### src/rtl/tdc_pkg.sv
// tdc_multistop shared types.
// FSM state and channel index width helper.
package tdc_pkg;

  typedef enum logic {
    IDLE  = 1'b0,
    ARMED = 1'b1
  } state_t;

  function automatic int chan_w(input int n);
    return (n > 1) ? $clog2(n) : 1;
  endfunction

endpackage

### src/rtl/tdc_evt_fifo.sv
// Event FIFO for tdc_multistop.
// Sync reset, valid/ready pop side, full flag.
module tdc_evt_fifo #(
  parameter int W     = 8,
  parameter int DEPTH = 16
) (
  input  logic         clk,
  input  logic         rst,
  input  logic         push,
  input  logic [W-1:0] din,
  output logic         full,
  output logic         valid,
  input  logic         ready,
  output logic [W-1:0] dout
);

  localparam int AW = $clog2(DEPTH);
  localparam int CW = AW + 1;

  logic [W-1:0]  mem [DEPTH];
  logic [AW-1:0] wp;
  logic [AW-1:0] rp;
  logic [CW-1:0] count;
  logic          pop;
  logic          wr;

  assign valid = (count != '0);
  assign full  = (count == CW'(DEPTH));
  assign pop   = valid && ready;
  assign wr    = push && (!full || pop);
  assign dout  = valid ? mem[rp] : '0;

  // Storage array, written at the tail.
  always_ff @(posedge clk) begin
    if (wr) mem[wp] <= din;
  end

  // Pointers and occupancy.
  always_ff @(posedge clk) begin
    if (rst) begin
      wp    <= '0;
      rp    <= '0;
      count <= '0;
    end else begin
      if (wr)  wp <= wp + AW'(1);
      if (pop) rp <= rp + AW'(1);
      case ({wr, pop})
        2'b10:   count <= count + CW'(1);
        2'b01:   count <= count - CW'(1);
        default: count <= count;
      endcase
    end
  end

endmodule

### src/rtl/tdc_multistop.sv
// Multi-stop TDC: one START, NUM_STOP STOPs,
// windowed intervals queued as events.
module tdc_multistop
  import tdc_pkg::*;
#(
  parameter int NUM_STOP    = 4,
  parameter int CNT_W       = 12,
  parameter int WINDOW      = 1000,
  parameter int FIFO_DEPTH  = 16,
  parameter int SYNC_STAGES = 2,
  parameter int RETRIGGER   = 1
) (
  input  logic                        clk,
  input  logic                        rst,
  input  logic                        start_in,
  input  logic [NUM_STOP-1:0]         stop_in,
  input  logic                        multi_hit,
  output logic                        evt_valid,
  input  logic                        evt_ready,
  output logic [chan_w(NUM_STOP)-1:0] evt_chan,
  output logic [CNT_W-1:0]            evt_interval,
  output logic                        busy,
  output logic                        fifo_full,
  output logic [15:0]                 drop_cnt
);

  localparam int CHAN_W = chan_w(NUM_STOP);
  localparam logic [CNT_W-1:0] LAST =
    CNT_W'(WINDOW - 1);

  if (WINDOW < 2 || WINDOW > (1 << CNT_W)) begin : g_bad_win
    $error("tdc_multistop: WINDOW out of range");
  end
  if (NUM_STOP < 1 || NUM_STOP > 16) begin : g_bad_ns
    $error("tdc_multistop: NUM_STOP out of range");
  end
  if (SYNC_STAGES < 2) begin : g_bad_sync
    $error("tdc_multistop: SYNC_STAGES < 2");
  end
  if (FIFO_DEPTH < 2 ||
      (FIFO_DEPTH & (FIFO_DEPTH - 1)) != 0) begin : g_bad_fd
    $error("tdc_multistop: FIFO_DEPTH not pow2");
  end

  typedef struct packed {
    logic [CHAN_W-1:0] chan;
    logic [CNT_W-1:0]  interval;
  } evt_t;

  localparam int EVT_W = $bits(evt_t);

  logic [NUM_STOP:0]   sync_q [SYNC_STAGES];
  logic [NUM_STOP:0]   sync_d;
  logic [NUM_STOP:0]   edges;
  logic                start_e;
  logic [NUM_STOP-1:0] stop_e;

  state_t              state;
  logic [CNT_W-1:0]    cnt;
  logic [NUM_STOP-1:0] mask;

  logic [NUM_STOP-1:0] pend;
  logic [CNT_W-1:0]    pend_iv [NUM_STOP];
  logic [NUM_STOP-1:0] cap;
  logic [NUM_STOP-1:0] accept;
  logic [NUM_STOP-1:0] drop;
  logic [NUM_STOP-1:0] grant;
  logic                push;
  evt_t                din;
  logic [EVT_W-1:0]    fifo_q;
  evt_t                evt_q;
  logic [4:0]          ndrop;
  logic [16:0]         drop_sum;

  // Synchronise START and STOPs through equal-depth chains.
  always_ff @(posedge clk) begin
    if (rst) begin
      for (int i = 0; i < SYNC_STAGES; i++)
        sync_q[i] <= '0;
      sync_d <= '0;
    end else begin
      sync_q[0] <= {stop_in, start_in};
      for (int i = 1; i < SYNC_STAGES; i++)
        sync_q[i] <= sync_q[i-1];
      sync_d <= sync_q[SYNC_STAGES-1];
    end
  end

  assign edges   = sync_q[SYNC_STAGES-1] & ~sync_d;
  assign start_e = edges[0];
  assign stop_e  = edges[NUM_STOP:1];

  assign busy = (state == ARMED);

  // The START edge cycle is count 0, so the counter
  // reads k exactly k cycles after that edge.
  always_ff @(posedge clk) begin
    if (rst) begin
      state <= IDLE;
      cnt   <= '0;
      mask  <= '0;
    end else begin
      unique case (state)
        IDLE: begin
          if (start_e) begin
            state <= ARMED;
            cnt   <= CNT_W'(1);
            mask  <= '0;
          end
        end
        ARMED: begin
          if (start_e && RETRIGGER != 0) begin
            cnt  <= CNT_W'(1);
            mask <= '0;
          end else if (cnt == LAST) begin
            state <= IDLE;
            cnt   <= '0;
          end else begin
            cnt  <= cnt + CNT_W'(1);
            mask <= mask | cap;
          end
        end
      endcase
    end
  end

  assign cap = busy ?
    (stop_e & ({NUM_STOP{multi_hit}} | ~mask)) : '0;

  assign grant = fifo_full ? '0 :
    (pend & (~pend + NUM_STOP'(1)));

  assign push   = |grant;
  assign accept = cap & (~pend | grant);
  assign drop   = cap & ~accept;

  // Lowest-index pending channel feeds the FIFO.
  always_comb begin
    din = '0;
    for (int i = NUM_STOP - 1; i >= 0; i--) begin
      if (pend[i]) begin
        din.chan     = CHAN_W'(i);
        din.interval = pend_iv[i];
      end
    end
  end

  // One-deep pending slot per channel.
  always_ff @(posedge clk) begin
    if (rst) begin
      pend <= '0;
      for (int i = 0; i < NUM_STOP; i++)
        pend_iv[i] <= '0;
    end else begin
      pend <= (pend & ~grant) | accept;
      for (int i = 0; i < NUM_STOP; i++)
        if (accept[i]) pend_iv[i] <= cnt;
    end
  end

  // Number of hits lost this cycle.
  always_comb begin
    ndrop = '0;
    for (int i = 0; i < NUM_STOP; i++)
      ndrop = ndrop + 5'(drop[i]);
  end

  assign drop_sum = {1'b0, drop_cnt} + 17'(ndrop);

  // Saturating drop counter.
  always_ff @(posedge clk) begin
    if (rst)
      drop_cnt <= '0;
    else if (drop_sum[16])
      drop_cnt <= 16'hFFFF;
    else
      drop_cnt <= drop_sum[15:0];
  end

  tdc_evt_fifo #(
    .W     (EVT_W),
    .DEPTH (FIFO_DEPTH)
  ) u_fifo (
    .clk   (clk),
    .rst   (rst),
    .push  (push),
    .din   (din),
    .full  (fifo_full),
    .valid (evt_valid),
    .ready (evt_ready),
    .dout  (fifo_q)
  );

  assign evt_q        = fifo_q;
  assign evt_chan     = evt_q.chan;
  assign evt_interval = evt_q.interval;

endmodule

### config.mk
export PLATFORM = sky130hd
export DESIGN_NAME = tdc_multistop
export DESIGN_NICKNAME = d
export VERILOG_FILES = /design/src/rtl/tdc_pkg.sv /design/src/rtl/tdc_evt_fifo.sv /design/src/rtl/tdc_multistop.sv
export SDC_FILE = /design/constraint.sdc
export NUM_CORES = 1
export LEC_CHECK = 0
export CORE_ASPECT_RATIO = 0.75
export CORE_MARGIN = 4
export CORE_UTILIZATION = 58
export DETAILED_ROUTE_END_ITERATION = 8
export GPL_TIMING_DRIVEN = 0
export PLACE_DENSITY = 0.76
export SETUP_SLACK_MARGIN = 0.2
export SLEW_MARGIN = 20
export SYNTH_ARGS = -nofsm -noshare
export SYNTH_HDL_FRONTEND = slang
export SYNTH_SLANG_ARGS = --single-unit
### constraint.sdc
create_clock -name clk -period 7.9 [get_ports clk]
set_clock_uncertainty 0.15 [all_clocks]
set_input_delay 1.185 -clock clk [delete_from_list [all_inputs] [get_ports clk]]
set_output_delay 1.185 -clock clk [all_outputs]
set_load 0.005 [all_outputs]
== After elaboration in Yosys (flattened, before gate mapping) ==
Memories as Yosys holds them, arrays and structs flattened. A register that Yosys moved wholly into a read port is not among the register bits.
Index checks and enable logic that the tools add are counted.
Storage, ports and cells
  flip-flop bits (word level): 55
  latch bits: 0
  RAM bits: 282
  bits in read-only memories: 0
  input port bits: 9
  logic and storage cells: 104
  memories kept: 3
Cells by class
  add/subtract/negate cells: 10
  multiply operators: 0
  divide/modulo/power cells: 0
  order comparisons: 0
  eq/ne operators: 6
  shift operators: 0
  mux-type cells: 46
  bitwise operators: 22
  reduce and logical (&&, ||, !) cells: 8
Memories
  u_fifo.mem: depth 16, width 14, rd ports 1, clocked after memory_dff 1, write ports 1, line tdc_evt_fifo.sv:20  | logic [W-1:0] mem [DEPTH];
  pend_iv: depth 4, width 12, rd ports 4, clocked after memory_dff 0, write ports 4, line tdc_multistop.sv:63  | logic [CNT_W-1:0] pend_iv [NUM_STOP];
  sync_q: depth 2, width 5, rd ports 2, clocked after memory_dff 0, write ports 2, line tdc_multistop.sv:52  | logic [NUM_STOP:0] sync_q [SYNC_STAGES];
Operators with widths (number)
  $mux 12: 7
  $mux 14: 5
  $mux 4: 7
  $pmux 12 s2: 1
  $and 4x4->4: 5
  $mux 1: 20
  $add 16x4->17: 1
  $mux 16: 1
  $not 4->4: 4
  $or 4x4->4: 4
  $add 12x1->12 const B: 1
  $add 4x1->4 const B: 3
  $eq 12x10->1 const B: 1
  $mux 5: 2
  $pmux 5 s2: 1
  $pmux 4 s2: 1
  $or 1x1->1: 6
  $add 5x1->5 const B: 1
  $and 5x5->5: 1
  $eq 5x5->1 const B: 1
  $not 5->5: 1
  $reduce_bool 5->1: 1
  $sub 5x1->5 const B: 1
  $add 3x1->4: 1
  14 further kinds: 15

== Depth between registers and ports, before layout ==
Gate-level depths: netlist (run 1).
  depth after elaboration: 13
  gate-level depth with buffers: 14
  depth with buffers taken out: 12

== Hierarchy ==
Synthesis (run 1) repeated with hierarchy kept, for this count alone.
Unflattened totals
  cells, all modules: 922
  area total of the unflattened synthesis: 14028.5 sq um
Modules (own cells, without submodules)
  tdc_evt_fifo: times used 1, cells each 480, area each 9595.5 sq um, sequential area each 7066.8 sq um
  tdc_multistop: times used 1, cells each 442, area each 4433.0 sq um, sequential area each 2482.4 sq um

== Least setup slack after synthesis (run 1) ==
Ideal clock, no wire load.
  kind: in2reg
  from: in multi_hit
  to: reg drop_cnt[1]
  arrival: 3.594 ns
  path slack: 4.024 ns
  stages: 12
  buffers on the path: 1
  cell sequence: nand2b_1 -> nand3_1 -> nand2b_1 -> fa_1 -> inv_1 -> fa_1 -> fa_1 -> nand3_1 -> nor3_1 -> nand2_1 -> clkbuf_1 -> a21oi_1
Between the ends
  word-level cells in the longest chain between the ends: 11
Ends and longest elaborated chain
  start, declared: line tdc_multistop.sv:17  | input logic multi_hit,
  $or 4x4->4 (*): line tdc_multistop.sv:128  | (stop_e & ({NUM_STOP{multi_hit}} | ~mask)) : '0;
  $and 4x4->4 (*): line tdc_multistop.sv:128
  $mux 4 (*): line tdc_multistop.sv:127  | assign cap = busy ?
  $and 4x4->4: line tdc_multistop.sv:134  | assign accept = cap & (~pend | grant);
  $not 4->4: line tdc_multistop.sv:135  | assign drop = cap & ~accept;
  $and 4x4->4 (*): line tdc_multistop.sv:135
  $add 1x1->2: line tdc_multistop.sv:165  | ndrop = ndrop + 5'(drop[i]);
  $add 2x1->3: line tdc_multistop.sv:165
  $add 3x1->4 (*): line tdc_multistop.sv:165
  $add 16x4->17 (*): line tdc_multistop.sv:168  | assign drop_sum = {1'b0, drop_cnt} + 17'(ndrop);
  $mux 16 (*): line tdc_multistop.sv:174  | else if (drop_sum[16])
  end signal, assigned: line tdc_multistop.sv:177  | drop_cnt <= drop_sum[15:0];
  end, declared: line tdc_multistop.sv:24  | output logic [15:0] drop_cnt
Mark *: on every way between the ends. The rest lies on a longest branch, timed or not.
A chain may end at the register's enable or synchronous reset.

== Worst setup path after layout (run 1) ==
  from: reg u_fifo.count[0]
  to: out evt_interval[6]
Between the ends
  word-level cells in the longest chain between the ends: 2
Ends and longest elaborated chain
  start, declared: line tdc_evt_fifo.sv:23  | logic [CW-1:0] count;
  start signal, assigned: line tdc_evt_fifo.sv:48  | 2'b10: count <= count + CW'(1);
  start signal, assigned: line tdc_evt_fifo.sv:49  | 2'b01: count <= count - CW'(1);
  start signal, assigned: line tdc_evt_fifo.sv:50  | default: count <= count;
  $reduce_bool 5->1: line tdc_evt_fifo.sv:27  | assign valid = (count != '0);
  $mux 14: line tdc_evt_fifo.sv:31  | assign dout = valid ? mem[rp] : '0;
  end, declared: line tdc_multistop.sv:21  | output logic [CNT_W-1:0] evt_interval,
Every way passes these cells.

==> out/summary.json, run 1 <==
{
  "run_status": {
    "outcome": "finished, final reports clean"
  },
  "detailed_routing": {
    "drtAntennaViolNets": 0,
    "postRouteWirelength_mm": 27.8,
    "drt_pre_antenna_iters": 5,
    "remaining_drc_errors": 0,
    "initialDrtViolationCount": 680,
    "total_number_of_vias": 7893,
    "post_drt_via_cell_ratio": 6.05,
    "routed_wire_length_per_instance_um": 21.3
  },
  "pwr": {
    "max-vdd-ir-drop_v": 0.000161,
    "power.static_leakage_nw": 5.11,
    "power_density_mw_per_mm2": 220
  },
  "synth": {
    "synthesized_nets": 913,
    "synth_enable_flop_cells": 272,
    "synth_area_sq_mm": 0.0138,
    "synth_seq_cells": 341,
    "synth.top_cells.by_count": "272 x sky130_fd_sc_hd__edfxtp_1, 69 x sky130_fd_sc_hd__dfxtp_1, 61 x sky130_fd_sc_hd__nor2_1",
    "yosys.area.top_type": "sky130_fd_sc_hd__edfxtp_1",
    "synth_cell_types": 52,
    "syn_avg_cell_area_sq_um": 15.5,
    "yosysWarnings": 0,
    "synth_async_sr_flop_share_pct": 0,
    "seq_area_frac_synth_pct": 69.4,
    "synth.top_cell.area_share_pct": 59.3,
    "synth_ff_type": "sky130_fd_sc_hd__edfxtp_1",
    "cell_types_occupying_the_most_area_after_synthesis": "sky130_fd_sc_hd__edfxtp_1 59%, sky130_fd_sc_hd__dfxtp_1 10%, sky130_fd_sc_hd__mux4_2 9.2%",
    "yosysMostFrequentCell": "sky130_fd_sc_hd__edfxtp_1",
    "syn_inst": 889
  },
  "sta": {
    "hold_slack_ns": 0.287,
    "final_hold_viol_count": 0,
    "min_period_ns": 4.69,
    "relSlewSlack_pct": 28.0,
    "max_clock_freq_mhz": 213,
    "layout_worst_path_cycle_share_pct": 59.3,
    "setup-tns-final_ns": 0,
    "final_count_of_pins_violating_max_slew": 0,
    "setup_repair_after_global_routing_missed_its_margin": "no",
    "timing.final.setup_violations": 0,
    "worst_slew_pin_slew_ns": 1.07
  },
  "global_route": {
    "grt_start_max_net_pins": 17,
    "grt_first_pass_wirelength_mm": 44.5,
    "grtUsageTotal_pct": 21.8,
    "initial_antenna_violation_count": 0,
    "grt_pass1_vias": 7796,
    "gr-total-overflow": 0
  },
  "cts": {
    "clkTransAtPathRegs_ns": 0.06,
    "clk_path_buf_depth": 3,
    "clockRootBuffer": "sky130_fd_sc_hd__clkbuf_16",
    "tritoncts": "yes",
    "ctsHoldBuffers": 0,
    "ctsResizeCount": 0,
    "cts.repair_timing.setup_buffer_count": 0,
    "cts.sink_count": 341,
    "cts_inserted_buffers": 30,
    "clock_tree.htree_level_count": 1,
    "clock_latency_reported_for_the_late_side_of_the_worst_skew_pair_ns": 0.54
  },
  "finish": {
    "fin_nets": 1008,
    "post_route_cells_drive_above_1_share_pct": 15.3,
    "finalNonFillerCells": 1304,
    "area_growth_pct": 14.3,
    "inserted_diodes": 0
  },
  "setup_path": {
    "crit_arrival_ns": 3.35,
    "critPathCaptureType": "output port",
    "critPathRequiredTime_ns": 6.57,
    "critPathMaxFanout": 10,
    "start_kind": "register",
    "timing_worst_setup_path_type": "register to output port"
  },
  "die": {
    "rows": 48,
    "vertical_extent_of_the_die_um": 141,
    "pin_count": 42,
    "design.die.area_sq_mm": 0.0263,
    "initial_utilization_pct": 59.4,
    "die_w_um": 186,
    "core_area_sq_mm": 0.0232
  },
  "placement": {
    "placedCellCount": 1252,
    "routabilityCongestion": 0.809,
    "place_hpwl_mm": 19.0,
    "number_of_buffers_added_on_ports": 40
  },
  "job": {
    "max-cap-violations": 0
  },
  "worst_hold_path": {
    "min_path_type": "register to register"
  }
}
metrics by stage:
| step | worst slack, ns | cell area (sq um) | util (%) | total power [mW] |
|---|---|---|---|---|
| floorplan | 4.02 | 13800 | - | 2.07 |
| global placement | 3.12 | 14500 | 62.7 | 2.12 |
| detailed placement | 3.06 | 14800 | 63.9 | 2.12 |
| CTS | 3.24 | 15700 | 67.8 | 3.48 |
| global route | 2.99 | 15700 | 67.8 | 3.57 |
| finish | 3.21 | 15700 | 67.8 | 3.46 |
metal layers:
| layer | vias to the layer above | share of wire [%] | GRT usage [%] |
|---|---|---|---|
| met5 | - | 0 | 0 |
| li1 | 3557 | - | - |
| met4 | 0 | 1.4 | 3.49 |
| met3 | 39 | 6.8 | 3.38 |
| met1 | 4002 | 46 | 34.8 |
| met2 | 295 | 46 | 32.8 |
layout make-up:
cell class,count,area [sq um]
buffer,49,200
sequential,341,9550
multi-input combinational,482,4020
clock buffer,40,830
tap,300,375
clock inverter,12,88.8
timing repair buffer,63,607
fill,1538,7450
inverter,17,63.8
report_power, final:
group | leakage [nW] | switching [mW] | internal [mW] | total [mW]
Combinational | 1.54 | 0.0741 | 0.0648 | 0.139
Sequential | 3.13 | 0.00682 | 1.93 | 1.94
Clock | 0.443 | 0.616 | 0.765 | 1.38
worst paths after layout:
kind / cells past startpoint / start / slack (ns) / to
setup / recovery: 6 / u_fifo.count[0]$_SDFFE_PP0P_ / 3.21 / evt_interval[6]
hold / removal: 1 / sync_q[0][3]$_SDFF_PP0_ / 0.29 / sync_q[0][8]$_SDFF_PP0_
setup reg to reg: 14 / u_fifo.count[0]$_SDFFE_PP0P_ / 3.55 / drop_cnt[5]$_SDFF_PP0_
hold reg to reg: 1 / sync_q[0][3]$_SDFF_PP0_ / 0.29 / sync_q[0][8]$_SDFF_PP0_
state kept, by name (all words and copies together), names as in the netlist, 5 cells and up, named ones only:
name,flops
sync_q,10
u_fifo.mem,224
drop_cnt,16
sync_d,5
pend_iv,48
u_fifo.count,5
cnt,12
critical path, stage by stage, from the launching register on:
cell,delay (ns)
sky130_fd_sc_hd__dfxtp_1,0.34
sky130_fd_sc_hd__nor4_1,0.62
sky130_fd_sc_hd__nand2_1,0.21
sky130_fd_sc_hd__nand2_1,0.36
sky130_fd_sc_hd__buf_1,0.54
sky130_fd_sc_hd__o22ai_1,0.21
sky130_fd_sc_hd__clkdlybuf4s50_1,0.51
cells in the final DEF, fill, tap and decap left out, drive strengths merged, types with 32 or more instances in the layout:
cell           count
dfxtp             69
and2              51
buf               36
clkbuf            76
nand2             37
edfxtp           272
nor2              62
a21oi             50
clkdlybuf4s50     40
mux2i             32
mux4              56
cell families (layout without fill, tap and decap cells):
group / count (synthesis) / count (layout) / share of synthesized area [%]
AO/OA/AOI/OAI: 116 / 116 / 5.22
XOR/XNOR: 19 / 19 / 1.21
adder cells (fa/ha/maj): 15 / 15 / 1.58
buffers and inverters: 66 / 181 / 1.92
flip-flops: 341 / 341 / 69.4
multiplexers: 89 / 89 / 11.6
AND/OR/NAND/NOR: 243 / 243 / 9.13
No activity file was read; power rests on OpenSTA's default activity.
==> run 2: changes to the inputs <==
==> constraint.sdc (replaced) <==
create_clock -name clk -period 4.9 [get_ports clk]
set_clock_uncertainty 0.15 [all_clocks]
set_input_delay 0.735 -clock clk [delete_from_list [all_inputs] [get_ports clk]]
set_output_delay 0.735 -clock clk [all_outputs]
set_load 0.005 [all_outputs]
==> results of run 2 <==
The final DEF is identical to that of run 1. Status: finished, final reports clean.
Main changes from that run: setup slack after placement 3.06 ns -> 0.507 ns; setup slack after layout 3.21 ns -> 0.546 ns; end point of the critical path evt_interval[6] -> drop_cnt[5]$_SDFF_PP0_; register-to-register setup slack 3.55 ns -> 0.55 ns; total power 3.46 mW -> 5.58 mW; worst IR drop on VDD 0.000161 V -> 0.000260 V
==> run 3: changes to the inputs <==
--- a/config.mk
+++ b/config.mk
@@ -5,6 +5,7 @@
 export SDC_FILE = /design/constraint.sdc
 export NUM_CORES = 1
 export LEC_CHECK = 0
+export CAP_MARGIN = 5
 export CORE_ASPECT_RATIO = 0.75
 export CORE_MARGIN = 4
 export CORE_UTILIZATION = 58
==> results of run 3 <==
The final DEF is identical to that of run 1. Status: finished, final reports clean.
Main changes from that run: setup slack after placement 3.06 ns -> 0.507 ns; setup slack after layout 3.21 ns -> 0.546 ns; end point of the critical path evt_interval[6] -> drop_cnt[5]$_SDFF_PP0_; register-to-register setup slack 3.55 ns -> 0.55 ns; total power 3.46 mW -> 5.58 mW; worst IR drop on VDD 0.000161 V -> 0.000260 V
